==> src/rtl/raster_setup.sv <==
// Purpose: triangle setup stage. Orders vertices counter-clockwise by determinant sign,
//          drops degenerate (zero-area) triangles and attaches an 8-bit bounding box.
// Latency: 3 cycles from the input handshake to m_setup_tvalid; one triangle every 4 cycles at best.
// Backpressure: s_tri_tready is registered and high only in IDLE; the output record holds until m_setup_tready.
// Ports:
//   aclk, arst                         clock and synchronous active-high reset
//   s_tri_tdata/tvalid/tready          packed triangle {z,y2,x2,y1,x1,y0,x0}, 8 bits per field
//   m_setup_tdata/tvalid/tready        {max_y,min_y,max_x,min_x, ordered triangle}
//   tri_in_count, tri_drop_count       wrapping counts of accepted and dropped triangles
module raster_setup #(
    parameter int TW = 56,
    parameter int CW = 16
) (
    input  logic            aclk,
    input  logic            arst,
    input  logic [TW-1:0]   s_tri_tdata,
    input  logic            s_tri_tvalid,
    output logic            s_tri_tready,
    output logic [TW+31:0]  m_setup_tdata,
    output logic            m_setup_tvalid,
    input  logic            m_setup_tready,
    output logic [CW-1:0]   tri_in_count,
    output logic [CW-1:0]   tri_drop_count
);
    localparam int OW = TW + 32;

    typedef enum logic [1:0] {IDLE, DET, BOX, OUT} state_t;

    state_t                state_q, state_d;
    logic [TW-1:0]         tri_q, tri_d;
    logic signed [18:0]    det_q, det_d;
    logic [OW-1:0]         rec_q, rec_d;
    logic                  tready_q, tready_d;
    logic                  tvalid_q, tvalid_d;
    logic [CW-1:0]         in_cnt_q, in_cnt_d;
    logic [CW-1:0]         drop_cnt_q, drop_cnt_d;

    // Field views of the latched triangle
    logic [7:0] x0, y0, x1, y1, x2, y2, z;
    assign x0 = tri_q[7:0];
    assign y0 = tri_q[15:8];
    assign x1 = tri_q[23:16];
    assign y1 = tri_q[31:24];
    assign x2 = tri_q[39:32];
    assign y2 = tri_q[47:40];
    assign z  = tri_q[55:48];

    // Determinant: 9-bit signed edge vectors, 18-bit products, 19-bit result.
    // 19 bits cover the full +/-130050 range, so nothing is truncated.
    logic signed [8:0]  dx1, dy1, dx2, dy2;
    logic signed [17:0] p_a, p_b;
    logic signed [18:0] det_c;

    always_comb begin
        dx1   = $signed({1'b0, x1}) - $signed({1'b0, x0});
        dy1   = $signed({1'b0, y1}) - $signed({1'b0, y0});
        dx2   = $signed({1'b0, x2}) - $signed({1'b0, x0});
        dy2   = $signed({1'b0, y2}) - $signed({1'b0, y0});
        p_a   = 18'(dx1) * 18'(dy2);
        p_b   = 18'(dy1) * 18'(dx2);
        det_c = 19'(p_a) - 19'(p_b);
    end

    // Vertex ordering: a negative determinant means clockwise winding, so swap v1/v2.
    logic [7:0] ox1, oy1, ox2, oy2;
    logic [7:0] min_x, max_x, min_y, max_y;

    function automatic logic [7:0] min3(input logic [7:0] a, input logic [7:0] b, input logic [7:0] c);
        logic [7:0] m;
        m = (a < b) ? a : b;
        return (c < m) ? c : m;
    endfunction

    function automatic logic [7:0] max3(input logic [7:0] a, input logic [7:0] b, input logic [7:0] c);
        logic [7:0] m;
        m = (a > b) ? a : b;
        return (c > m) ? c : m;
    endfunction

    always_comb begin
        if (det_q[18]) begin
            ox1 = x2;
            oy1 = y2;
            ox2 = x1;
            oy2 = y1;
        end else begin
            ox1 = x1;
            oy1 = y1;
            ox2 = x2;
            oy2 = y2;
        end
        // Bounding box does not depend on vertex order
        min_x = min3(x0, x1, x2);
        max_x = max3(x0, x1, x2);
        min_y = min3(y0, y1, y2);
        max_y = max3(y0, y1, y2);
    end

    // Next-state and datapath control
    always_comb begin
        state_d    = state_q;
        tri_d      = tri_q;
        det_d      = det_q;
        rec_d      = rec_q;
        tvalid_d   = tvalid_q;
        in_cnt_d   = in_cnt_q;
        drop_cnt_d = drop_cnt_q;

        case (state_q)
            IDLE: begin
                if (s_tri_tvalid && tready_q) begin
                    tri_d    = s_tri_tdata;
                    in_cnt_d = in_cnt_q + CW'(1);
                    state_d  = DET;
                end
            end
            DET: begin
                det_d   = det_c;
                state_d = BOX;
            end
            BOX: begin
                if (det_q == 19'sd0) begin
                    drop_cnt_d = drop_cnt_q + CW'(1);
                    state_d    = IDLE;
                end else begin
                    rec_d    = {max_y, min_y, max_x, min_x, z, oy2, ox2, oy1, ox1, y0, x0};
                    tvalid_d = 1'b1;
                    state_d  = OUT;
                end
            end
            OUT: begin
                if (m_setup_tready) begin
                    tvalid_d = 1'b0;
                    state_d  = IDLE;
                end
            end
            default: begin
                state_d  = IDLE;
                tvalid_d = 1'b0;
            end
        endcase

        // Ready is registered so it follows the state without any input-to-output path
        tready_d = (state_d == IDLE);
    end

    always_ff @(posedge aclk) begin
        if (arst) begin
            state_q    <= IDLE;
            tri_q      <= '0;
            det_q      <= '0;
            rec_q      <= '0;
            tready_q   <= 1'b0;
            tvalid_q   <= 1'b0;
            in_cnt_q   <= '0;
            drop_cnt_q <= '0;
        end else begin
            state_q    <= state_d;
            tri_q      <= tri_d;
            det_q      <= det_d;
            rec_q      <= rec_d;
            tready_q   <= tready_d;
            tvalid_q   <= tvalid_d;
            in_cnt_q   <= in_cnt_d;
            drop_cnt_q <= drop_cnt_d;
        end
    end

    assign s_tri_tready   = tready_q;
    assign m_setup_tvalid = tvalid_q;
    assign m_setup_tdata  = rec_q;
    assign tri_in_count   = in_cnt_q;
    assign tri_drop_count = drop_cnt_q;

endmodule

==> config.mk <==
export PLATFORM = sky130hd
export DESIGN_NAME = raster_setup
export DESIGN_NICKNAME = d
export VERILOG_FILES = /design/src/rtl/raster_setup.sv
export SDC_FILE = /design/constraint.sdc
export NUM_CORES = 1
export LEC_CHECK = 0
export ABC_AREA = 1
export ABC_CLOCK_PERIOD_IN_PS = 11150
export BUFFER_PORTS_ARGS = -buffer_cell sky130_fd_sc_hd__buf_2
export CELL_PAD_IN_SITES_DETAIL_PLACEMENT = 1
export CELL_PAD_IN_SITES_GLOBAL_PLACEMENT = 1
export CORE_UTILIZATION = 35
export DETAILED_ROUTE_END_ITERATION = 12
export HOLD_SLACK_MARGIN = 0.08
export PLACE_DENSITY_LB_ADDON = 0.25
export SLEW_MARGIN = 20
export SYNTH_ARGS = -nofsm -noshare
export SYNTH_HDL_FRONTEND = slang
export SYNTH_SLANG_ARGS = --single-unit
==> constraint.sdc <==
create_clock -name aclk -period 11.15 [get_ports aclk]
set_input_delay 0.5575 -clock aclk [delete_from_list [all_inputs] [get_ports aclk]]
set_output_delay 0.5575 -clock aclk [all_outputs]
set_load 0.005 [all_outputs]
# --- After elaboration in Yosys (flattened, before gate mapping) ---
# Cells that the tools add are included.
totals:
  regBits: 199
  in_bits: 60
  output_inout_bits: 122
  wordCells: 59
classes:
  n_addsub: 7
  n_mul: 2
  order_cmp: 8
  eq_ne: 5
  n_mux: 19
  n_bitwise: 1
  n_reduce_logical: 9
op_table:
  columns: ["operator", "count"]
  rows:
  - ["two-way mux 8 bit", 12]
  - ["multiplier 9 x 9 -> 18 bit", 2]
  - ["subtractor 8 x 8 -> 9 bit", 4]
  - ["adder 16 x 1 -> 16 bit (second input constant)", 2]
  - ["greater-than comparator 8 bit", 4]
  - ["< comparator 8 bit", 4]
  - ["logical NOT 19 bit", 1]
  - ["subtractor 18 x 18 -> 19 bit", 1]
  - ["one-hot mux 2 bit (4 select lines)", 1]
  - ["two-way mux 2 bit", 3]
  - ["AND reduction 2 bit", 3]
  - ["equality test 2 bit (second input constant)", 2]
  - ["logical NOT 2 bit", 2]
  - ["inequality test 2 bit (second input constant)", 2]
  - ["AND reduction 3 bit", 1]
  - ["equality test 2 x 1 -> 1 bit (second input constant)", 1]
  - ["two-way mux 1 bit", 2]
  - ["one-hot mux 1 bit (2 select lines)", 1]
  - ["nonzero test 2 bit", 1]
  - ["logical AND 1 bit", 1]
  - ["NOT 1 bit", 1]

# --- Longest topological paths before layout ---
# Gate-level depths: netlist of the first run.
logic_depth:
  depth_word: 4
  depth_mapped: 36
  ltp_nobuf: 36

# --- Worst setup path after synthesis of the first run ---
# OpenSTA, ideal clock, no wires.
synth_timing:
  kind: "register -> register"
  startpoint: "register tri_q[40]"
  endpoint: "register det_q[15]"
  setup_ns: 0.109
  t_arrival_ns: 6.930
  required_time_ns: 11.041
  path_slack_ns: 4.111
  stages_incl_launch_ff: 33
  n_path_buf: 0
  period_less_slack_ns: 7.039
  cell_sequence: "dfxtp_1 inv_1 ha_1 fa_1 nand3b_1 and2_1 or2_1 nand2_1 a21oi_1 or2_1 nand2_1 inv_1 nand2_1 fa_1 fa_1 inv_1 fa_1 fa_1 fa_1 fa_1 inv_1 fa_1 inv_1 ha_1 nand2_1 o21ai_1 a21boi_0 o21ai_1 nand3_1 nand3_1 nand3_1 nand2_1 inv_1"
synth_via:
  elab_chain_cells: 3
synth_lines:
  columns: ["item", "line", "text"]
  rows:
  - ["from (decl)", "30", "logic [TW-1:0] tri_q, tri_d;"]
  - ["from (signal assigned)", "159", "tri_q <= tri_d;"]
  - ["subtractor 8 x 8 -> 9 bit", "58", "dy2 = $signed({1'b0, y2}) - $signed({1'b0, y0});"]
  - ["multiplier 9 x 9 -> 18 bit", "59", "p_a = 18'(dx1) * 18'(dy2);"]
  - ["subtractor 18 x 18 -> 19 bit", "61", "det_c = 19'(p_a) - 19'(p_b);"]
  - ["to (signal assigned)", "160", "det_q <= det_d;"]
  - ["to (decl)", "31", "logic signed [18:0] det_q, det_d;"]
# Every way passes these cells.
# A chain may end at the register's enable or synchronous reset.

# --- Worst setup path after layout of the first run ---
layout_timing:
  startpoint: "register tri_q[41]"
  endpoint: "register det_q[18]"
# Same word-level chain as after synthesis.

==> impl_results.html, run 1 <==
<table>
<tr><th>Metric</th><th>Value</th></tr>
<tr><th colspan="2">Status</th></tr>
<tr><td>Result of the run</td><td>finished, final reports clean</td></tr>
<tr><th colspan="2">Synthesis</th></tr>
<tr><td>Total number of yosys warnings</td><td>0</td></tr>
<tr><td>Count of flip-flops with a built-in enable after synthesis</td><td>0</td></tr>
<tr><td>Cell type with the largest total area after synthesis</td><td>sky130_fd_sc_hd__dfxtp_1</td></tr>
<tr><td>Leading post-synthesis cells by cell area</td><td>sky130_fd_sc_hd__dfxtp_1 (23%), sky130_fd_sc_hd__fa_1 (22%), sky130_fd_sc_hd__ha_1 (10%)</td></tr>
<tr><td>Area fraction of the dominant cell type after synthesis</td><td>0.235</td></tr>
<tr><td>Seq/Total Area, Yosys</td><td>0.235</td></tr>
<tr><td>Dominant cell by count in the synthesized netlist</td><td>sky130_fd_sc_hd__inv_1</td></tr>
<tr><td>Top flip-flop cell by instance count after synthesis</td><td>sky130_fd_sc_hd__dfxtp_1</td></tr>
<tr><td>Async set-or-reset flop fraction in the synthesized netlist</td><td>0</td></tr>
<tr><td>FF+latch count, synth</td><td>199</td></tr>
<tr><td>Number of distinct library cells after synthesis</td><td>53</td></tr>
<tr><td>Synth top cells by count</td><td>sky130_fd_sc_hd__inv_1 (391), sky130_fd_sc_hd__nand2_1 (352), sky130_fd_sc_hd__dfxtp_1 (199)</td></tr>
<tr><td>Netlist area before placement</td><td>17,000 µm²</td></tr>
<tr><td>Cell count after synthesis</td><td>2,163</td></tr>
<tr><td>Synth Area per Inst</td><td>7.84 µm²</td></tr>
<tr><td>Synth Net Count</td><td>2,549</td></tr>
<tr><th colspan="2">Layout</th></tr>
<tr><td>Number of nets at the end of the flow</td><td>2,688</td></tr>
<tr><td>Layout filler cell count</td><td>5,876</td></tr>
<tr><td>Layout cell share with drive strength beyond 1</td><td>0.124</td></tr>
<tr><td>Number of antenna repair diodes</td><td>0</td></tr>
<tr><td>Area delta synth-&gt;final</td><td>12.5%</td></tr>
<tr><th colspan="2">Setup path</th></tr>
<tr><td>Cell type of the slowest stage on the worst timing path</td><td>sky130_fd_sc_hd__dfxtp_1</td></tr>
<tr><td>Reg2reg setup slack</td><td>3.12 ns</td></tr>
<tr><td>Data required time at the worst endpoint</td><td>11.59 ns</td></tr>
<tr><td>Buffer and inverter count on the worst path</td><td>7</td></tr>
<tr><td>Highest net fanout along the worst path</td><td>7</td></tr>
<tr><td>Arr. time, crit path</td><td>8.48 ns</td></tr>
<tr><td>Classification of the worst setup path</td><td>reg2reg</td></tr>
<tr><td>Endpoint type of the worst setup path</td><td>register</td></tr>
<tr><td>Dominant delay contributor by cell family on the critical path</td><td>adder cells</td></tr>
<tr><td>Crit start category</td><td>register</td></tr>
<tr><td>Biggest cell delay along the critical path</td><td>0.56 ns</td></tr>
<tr><th colspan="2">Route</th></tr>
<tr><td>Total Wirelength</td><td>53,800 µm</td></tr>
<tr><td>Iter 0 DRT Violations</td><td>676</td></tr>
<tr><td>Drc violations</td><td>0</td></tr>
<tr><td>Routed via count divided by cell count</td><td>5.07</td></tr>
<tr><td>Routed via count</td><td>14,800</td></tr>
<tr><td>Routed wire per std cell</td><td>18.4 µm</td></tr>
<tr><td>DR pass1 iterations</td><td>5</td></tr>
<tr><td>DRT antenna net count</td><td>0</td></tr>
<tr><th colspan="2">Timing</th></tr>
<tr><td>Max-slew violation count</td><td>0</td></tr>
<tr><td>Final WS setup</td><td>3.12 ns</td></tr>
<tr><td>Final number of hold-violating endpoints</td><td>0</td></tr>
<tr><td>Slew margin rel.</td><td>0.364</td></tr>
<tr><td>Final critical-path required period</td><td>8.03 ns</td></tr>
<tr><td>Fin Setup TNS</td><td>0 ns</td></tr>
<tr><td>Maximum operating frequency</td><td>124 MHz</td></tr>
<tr><td>Setup repair after global routing missed its margin</td><td>no</td></tr>
<tr><td>Worst Tran Pin Value</td><td>0.948 ns</td></tr>
<tr><td>Final count of negative-setup-slack endpoints</td><td>0</td></tr>
<tr><td>Setup clock skew after layout</td><td>0.0232 ns</td></tr>
<tr><td>Fraction of the cycle the final worst path needs</td><td>0.721</td></tr>
<tr><th colspan="2">CTS</th></tr>
<tr><td>Count of clock tree sinks</td><td>199</td></tr>
<tr><td>Hold buffers post-CTS</td><td>0</td></tr>
<tr><td>Post-CTS setup repair buffer count</td><td>0</td></tr>
<tr><td>CTS buffer count</td><td>17</td></tr>
<tr><td>TritonCTS clock tree</td><td>done</td></tr>
<tr><td>H-tree level count</td><td>4</td></tr>
<tr><td>Root cell of the clock tree</td><td>sky130_fd_sc_hd__clkbuf_16</td></tr>
<tr><td>Skew-Pair Late Insertion Delay</td><td>0.50 ns</td></tr>
<tr><td>Max clock buf depth</td><td>2</td></tr>
<tr><td>Clock slew seen by the registers of the worst setup and hold paths</td><td>0.08 ns</td></tr>
<tr><td>Cts repair resizes</td><td>0</td></tr>
<tr><th colspan="2">Floorplanning</th></tr>
<tr><td>Die outline height</td><td>222 µm</td></tr>
<tr><td>Number of cell rows</td><td>80</td></tr>
<tr><td>Die ar.</td><td>49,300 µm²</td></tr>
<tr><td>Width of the die</td><td>222 µm</td></tr>
<tr><td>Core region area</td><td>47,700 µm²</td></tr>
<tr><td>I/O pin cnt</td><td>182</td></tr>
<tr><td>Starting utilization of the core area</td><td>0.355</td></tr>
<tr><th colspan="2">Place</th></tr>
<tr><td>Placed wire-length estimate</td><td>43,200 µm</td></tr>
<tr><td>Count of buffers inserted at the top-level ports</td><td>181</td></tr>
<tr><td>Pre-CTS setup slack</td><td>3.23 ns</td></tr>
<tr><td>Routability Congestion</td><td>0.874</td></tr>
<tr><th colspan="2">Flow run</th></tr>
<tr><td>Max-Cap Viols</td><td>0</td></tr>
<tr><th colspan="2">Min path</th></tr>
<tr><td>Class of the tightest hold or removal check</td><td>in2reg</td></tr>
<tr><th colspan="2">GRT</th></tr>
<tr><td>Number of antenna violations at the first check in global routing</td><td>0</td></tr>
<tr><td>Vias in the first global route</td><td>15,800</td></tr>
<tr><td>Overall global routing resource usage</td><td>0.224</td></tr>
<tr><td>Largest net degree at the start of global routing</td><td>129</td></tr>
<tr><td>First-pass GRT wire length</td><td>86,200 µm</td></tr>
<tr><td>Congestion Overflow GR</td><td>0</td></tr>
</table>
routing by layer:
layer | vias to the layer above | track usage | routed length, µm
met2 | 252 | 0.387 | 26600
met5 | - | 0 | 0
met4 | 0 | 0.0573 | 920
met1 | 7418 | 0.292 | 24600
li1 | 7126 | - | -
met3 | 48 | 0.0321 | 1730
through the flow:
step,instance area (µm²),hold slack (ns),instances,util
2_1_floorplan,17000,0.443,2163,-
3_3_place_gp,18500,0.428,2898,0.386
3_5_place_dp,18500,0.442,2898,0.386
4_1_cts,19100,0.293,2930,0.399
5_1_grt,19100,0.332,2930,0.399
6_report,19100,0.318,2930,0.399
cells in the final DEF, fill, tap and decap left out, drive strengths merged, types with 11 or more instances in the layout:
cell type  netlist  final
a21oi          182    182
a31oi           35     35
buf              8    193
clkbuf          65     18
dfxtp          199    199
fa             184    184
ha             142    142
inv            396    402
nand2          367    367
nand3           73     73
nand4           11     11
nor2           196    196
nor3            14     14
o211ai          17     17
o21ai          195    195
or2             12     12
xnor2           21     21
xor2            16     16
logic make-up after synthesis:
group | count (synthesis) | synth area share
AO/OA/AOI/OAI | 444 | 0.140
XOR/XNOR | 37 | 0.0196
adder cells (fa/ha/maj) | 326 | 0.322
buffers and inverters | 470 | 0.105
flip-flops | 199 | 0.235
AND/OR/NAND/NOR | 687 | 0.179
registers in the layout, indices dropped and copies added (netlist names):
name	cells
m_setup_tdata	88
tri_q	56
det_q	19
tri_drop_count	16
tri_in_count	16
state_q	2
m_setup_tvalid	1
s_tri_tready	1
cell type report:
class	count	area (µm²)	area share
Multi-Input combinational cell	1494	11200	0.588
Sequential cell	199	3980	0.209
Inverter	397	1490	0.0783
Timing Repair Buffer	193	1000	0.0524
Tap cell	615	769	0.0403
Clock buffer	18	439	0.0230
Clock inverter	14	178	0.00932
worst register-to-register path, delay by kind of cell, from the launching register on:
kind / cells / cell delay, ns
fa+ha+maj: 9 / 4.28
simple gates: 9 / 1.20
compound gates: 8 / 1.17
buf+inv: 7 / 0.79
flops: 1 / 0.56
worst paths after layout:
| check | start | end | cells past startpoint |
|---|---|---|---|
| setup / recovery | tri_q[41]$_SDFFE_PP0P_ | det_q[18]$_SDFFE_PP0P_ | 33 |
| hold / removal | s_tri_tdata[50] | tri_q[50]$_SDFFE_PP0P_ | 3 |
| setup reg to reg | tri_q[41]$_SDFFE_PP0P_ | det_q[18]$_SDFFE_PP0P_ | 33 |
| hold reg to reg | tri_in_count[15]$_SDFFE_PP0P_ | tri_in_count[15]$_SDFFE_PP0P_ | 1 |
Power of run 1 is not shown: default switching activity piles up to over one toggle a cycle in this logic, so the estimate is an artifact.
==> run 2, diff against run 1 <==
--- a/config.mk
+++ b/config.mk
@@ -6,7 +6,7 @@
 export NUM_CORES = 1
 export LEC_CHECK = 0
 export ABC_AREA = 1
-export ABC_CLOCK_PERIOD_IN_PS = 11150
+export ABC_CLOCK_PERIOD_IN_PS = 6500
 export BUFFER_PORTS_ARGS = -buffer_cell sky130_fd_sc_hd__buf_2
 export CELL_PAD_IN_SITES_DETAIL_PLACEMENT = 1
 export CELL_PAD_IN_SITES_GLOBAL_PLACEMENT = 1
==> constraint.sdc (replaced) <==
create_clock -name aclk -period 6.5 [get_ports aclk]
set_input_delay 0.325 -clock aclk [delete_from_list [all_inputs] [get_ports aclk]]
set_output_delay 0.325 -clock aclk [all_outputs]
set_load 0.005 [all_outputs]
==> impl_results.html, run 2 (synthesis results as in run 1) <==
<table>
<tr><th>Metric</th><th>Value</th></tr>
<tr><th colspan="2">Status</th></tr>
<tr><td>Result of the run</td><td>finished, violations left (was finished, final reports clean)</td></tr>
<tr><td>Violations in the final reports</td><td>setup timing</td></tr>
<tr><th colspan="2">Route</th></tr>
<tr><td>Drc violations</td><td>0 (unchanged)</td></tr>
<tr><td>Iter 0 DRT Violations</td><td>633 (was 676)</td></tr>
<tr><td>Total Wirelength</td><td>57,600 µm (was 53,800 µm)</td></tr>
<tr><td>DR pass1 iterations</td><td>5 (unchanged)</td></tr>
<tr><td>Routed length on met2</td><td>29,100 µm (was 26,600 µm)</td></tr>
<tr><td>Routed via count divided by cell count</td><td>4.95 (was 5.07)</td></tr>
<tr><td>Highest routing layer actually used</td><td>met4 (unchanged)</td></tr>
<tr><td>Routed via count</td><td>15,800 (was 14,800)</td></tr>
<tr><td>Met3 layer wire length in the routed design</td><td>1430 µm (was 1730 µm)</td></tr>
<tr><td>DRT antenna net count</td><td>0 (unchanged)</td></tr>
<tr><td>M1 WL</td><td>25,700 µm (was 24,600 µm)</td></tr>
<tr><td>Routed wire per std cell</td><td>18.1 µm (was 18.4 µm)</td></tr>
<tr><th colspan="2">Layout</th></tr>
<tr><td>Flip-flop count of the largest register after layout</td><td>88 (unchanged)</td></tr>
<tr><td>Area delta synth-&gt;final</td><td>28.5% (was 12.5%)</td></tr>
<tr><td>Most used cells in the layout excluding fill and tap cells</td><td>sky130_fd_sc_hd__inv_1 (368), sky130_fd_sc_hd__nand2_1 (330), sky130_fd_sc_hd__buf_4 (257) (was sky130_fd_sc_hd__inv_1 (389), sky130_fd_sc_hd__nand2_1 (352), sky130_fd_sc_hd__dfxtp_1 (199))</td></tr>
<tr><td>Post-layout utilization of the core</td><td>0.457 (was 0.399)</td></tr>
<tr><td>Number of nets at the end of the flow</td><td>2,943 (was 2,688)</td></tr>
<tr><td>Layout Cells excl Fill</td><td>3,185 (was 2,930)</td></tr>
<tr><td>Number of antenna repair diodes</td><td>0 (unchanged)</td></tr>
<tr><td>Area occupied by multi-input gates</td><td>12,000 µm² (was 11,200 µm²)</td></tr>
<tr><td>Leading cell type in the layout, fill and taps excluded</td><td>sky130_fd_sc_hd__inv_1 (unchanged)</td></tr>
<tr><td>Area used by sequential logic in the layout</td><td>3990 µm² (was 3980 µm²)</td></tr>
<tr><td>Layout cell share with drive strength beyond 1</td><td>0.267 (was 0.124)</td></tr>
<tr><td>Area of all placed cells without fillers</td><td>21,800 µm² (was 19,100 µm²)</td></tr>
<tr><td>Layout filler cell count</td><td>5,848 (was 5,876)</td></tr>
<tr><th colspan="2">Floorplanning</th></tr>
<tr><td>I/O pin cnt</td><td>182 (unchanged)</td></tr>
<tr><td>Starting utilization of the core area</td><td>0.355 (unchanged)</td></tr>
<tr><td>Die outline height</td><td>222 µm (unchanged)</td></tr>
<tr><td>Core region area</td><td>47,700 µm² (unchanged)</td></tr>
<tr><td>Width of the die</td><td>222 µm (unchanged)</td></tr>
<tr><td>Number of cell rows</td><td>80 (unchanged)</td></tr>
<tr><td>Die ar.</td><td>49,300 µm² (unchanged)</td></tr>
<tr><th colspan="2">Place</th></tr>
<tr><td>Instance area at placement</td><td>20,600 µm² (was 18,500 µm²)</td></tr>
<tr><td>Placed wire-length estimate</td><td>46,500 µm (was 43,200 µm)</td></tr>
<tr><td>Count of buffers inserted at the top-level ports</td><td>181 (unchanged)</td></tr>
<tr><td>Pre-CTS setup slack</td><td>-0.658 ns (was 3.23 ns)</td></tr>
<tr><td>Routability Congestion</td><td>0.891 (was 0.874)</td></tr>
<tr><td>Number of placed cells counting well taps</td><td>3,139 (was 2,898)</td></tr>
<tr><th colspan="2">Timing</th></tr>
<tr><td>Final count of negative-setup-slack endpoints</td><td>11 (was 0)</td></tr>
<tr><td>Setup repair after global routing missed its margin</td><td>yes (was no)</td></tr>
<tr><td>Maximum operating frequency</td><td>142 MHz (was 124 MHz)</td></tr>
<tr><td>Final WS setup</td><td>-0.554 ns (was 3.12 ns)</td></tr>
<tr><td>Final number of hold-violating endpoints</td><td>0 (unchanged)</td></tr>
<tr><td>Final critical-path required period</td><td>7.05 ns (was 8.03 ns)</td></tr>
<tr><td>Setup clock skew after layout</td><td>0.0169 ns (was 0.0232 ns)</td></tr>
<tr><td>Fraction of the cycle the final worst path needs</td><td>1.09 (was 0.721)</td></tr>
<tr><td>Worst Tran Pin Value</td><td>1.10 ns (was 0.948 ns)</td></tr>
<tr><td>Max-slew violation count</td><td>0 (unchanged)</td></tr>
<tr><td>Slew margin rel.</td><td>0.266 (was 0.364)</td></tr>
<tr><th colspan="2">Flow run</th></tr>
<tr><td>Max-Cap Viols</td><td>0 (unchanged)</td></tr>
<tr><th colspan="2">CTS</th></tr>
<tr><td>Count of clock tree sinks</td><td>199 (unchanged)</td></tr>
<tr><td>Skew-Pair Late Insertion Delay</td><td>0.49 ns (was 0.50 ns)</td></tr>
<tr><td>H-tree level count</td><td>4 (unchanged)</td></tr>
<tr><td>Clock slew seen by the registers of the worst setup and hold paths</td><td>0.09 ns (was 0.08 ns)</td></tr>
<tr><td>CTS buffer count</td><td>17 (unchanged)</td></tr>
<tr><td>Max clock buf depth</td><td>2 (unchanged)</td></tr>
<tr><td>Root cell of the clock tree</td><td>sky130_fd_sc_hd__clkbuf_16 (unchanged)</td></tr>
<tr><td>TritonCTS clock tree</td><td>done (unchanged)</td></tr>
<tr><th colspan="2">Setup path</th></tr>
<tr><td>Crit start category</td><td>register (unchanged)</td></tr>
<tr><td>Buffer and inverter count on the worst path</td><td>8 (was 7)</td></tr>
<tr><td>Cell repeated most along the worst path</td><td>sky130_fd_sc_hd__fa_1</td></tr>
<tr><td>Arr. time, crit path</td><td>7.44 ns (was 8.48 ns)</td></tr>
<tr><td>End of the worst register-to-register path</td><td>det_q[18]$_SDFFE_PP0P_ (unchanged)</td></tr>
<tr><td>Depth of the worst register-to-register path</td><td>33 (unchanged)</td></tr>
<tr><td>Reg2reg setup slack</td><td>-0.55 ns (was 3.12 ns)</td></tr>
<tr><td>Endpoint type of the worst setup path</td><td>register (unchanged)</td></tr>
<tr><td>Classification of the worst setup path</td><td>reg2reg (unchanged)</td></tr>
<tr><td>Dominant delay contributor by cell family on the critical path</td><td>adder cells (unchanged)</td></tr>
<tr><td>Data required time at the worst endpoint</td><td>6.89 ns (was 11.59 ns)</td></tr>
<tr><td>Biggest cell delay along the critical path</td><td>0.53 ns (was 0.56 ns)</td></tr>
<tr><td>Beginning of the worst register-to-register path</td><td>tri_q[40]$_SDFFE_PP0P_ (was tri_q[41]$_SDFFE_PP0P_)</td></tr>
<tr><td>Cell type of the slowest stage on the worst timing path</td><td>sky130_fd_sc_hd__fa_1 (was sky130_fd_sc_hd__dfxtp_1)</td></tr>
<tr><td>Highest net fanout along the worst path</td><td>6 (was 7)</td></tr>
<tr><th colspan="2">GRT</th></tr>
<tr><td>Largest net degree at the start of global routing</td><td>144 (was 129)</td></tr>
<tr><td>Vias in the first global route</td><td>17,100 (was 15,800)</td></tr>
<tr><td>First-pass GRT wire length</td><td>92,800 µm (was 86,200 µm)</td></tr>
<tr><td>Number of antenna violations at the first check in global routing</td><td>0 (unchanged)</td></tr>
<tr><td>Congestion Overflow GR</td><td>0 (unchanged)</td></tr>
<tr><td>Overall global routing resource usage</td><td>0.238 (was 0.224)</td></tr>
<tr><th colspan="2">Min path</th></tr>
<tr><td>Endpoint of the worst hold path</td><td>tri_q[49]$_SDFFE_PP0P_ (was tri_q[50]$_SDFFE_PP0P_)</td></tr>
<tr><td>Class of the tightest hold or removal check</td><td>in2reg (unchanged)</td></tr>
<tr><td>Start point of the worst min-delay path</td><td>s_tri_tdata[49] (was s_tri_tdata[50])</td></tr>
<tr><td>Number of cells traversed by the worst hold path</td><td>3 (unchanged)</td></tr>
</table>
run 2: changes by cell type in the layout (fill, tap and decap cells not counted), sizes merged:
cell         previous run  this run
clkbuf                 18        19
clkinvlp                0         4
dlygate4sd3             0         2
clkinv                  9         8
buf                   193       446
inv                   402       398
run 2: final cells by class:
type | instances | share of cell area
Clock inverter | 13 | 0.00631
Tap cell | 615 | 0.0353
Inverter | 397 | 0.0693
Clock buffer | 19 | 0.0208
Sequential cell | 199 | 0.183
Multi-Input combinational cell | 1494 | 0.549
Timing Repair Buffer | 448 | 0.136
run 2: how the worst max path moves through the flow:
stage | from | endpoint | slack [ns] | cells after the start
after floorplan | tri_q[40]$_SDFFE_PP0P_ | det_q[15]$_SDFFE_PP0P_ | -0.19 | 33
after global placement | tri_q[40]$_SDFFE_PP0P_ | det_q[15]$_SDFFE_PP0P_ | -0.54 | 33
after detailed placement | tri_q[5]$_SDFFE_PP0P_ | det_q[17]$_SDFFE_PP0P_ | -0.66 | 28
after CTS | tri_q[40]$_SDFFE_PP0P_ | det_q[14]$_SDFFE_PP0P_ | -0.52 | 33
after global routing | tri_q[40]$_SDFFE_PP0P_ | det_q[18]$_SDFFE_PP0P_ | -0.86 | 33
final | tri_q[40]$_SDFFE_PP0P_ | det_q[18]$_SDFFE_PP0P_ | -0.55 | 33
run 2: metal layers:
layer | track usage | up-vias
met1 | 0.308 | 7830
met5 | 0 | -
li1 | - | 7648
met2 | 0.415 | 237
met3 | 0.0289 | 66
met4 | 0.0690 | 0
run 2: repair_timing:
action / 4_1_cts / 5_1_grt
gates resized for setup: 73 / 52
hold endpoints to repair: 2 / 0
hold buffers: 2 / 0
pin swaps: 54 / 26
endpoints found under the setup margin: 12 / 13
buffers inserted: 7 / 5
run 2: worst min-delay path: stages:
cell and delay, ns:
sky130_fd_sc_hd__buf_2 0.07, sky130_fd_sc_hd__o21ai_0 0.08, sky130_fd_sc_hd__nor2_1 0.08
run 2: per-stage QoR:
step / hold WS [ns] / TNS, ns
final: 0.102 / -4.67
after global placement: 0.426 / -4.21
after CTS: 0.0816 / -4.72
after floorplan: 0.443 / -0.522
after global routing: 0.101 / -7.89
after detailed placement: 0.459 / -5.58
Power of run 2 is left out for the same reason.
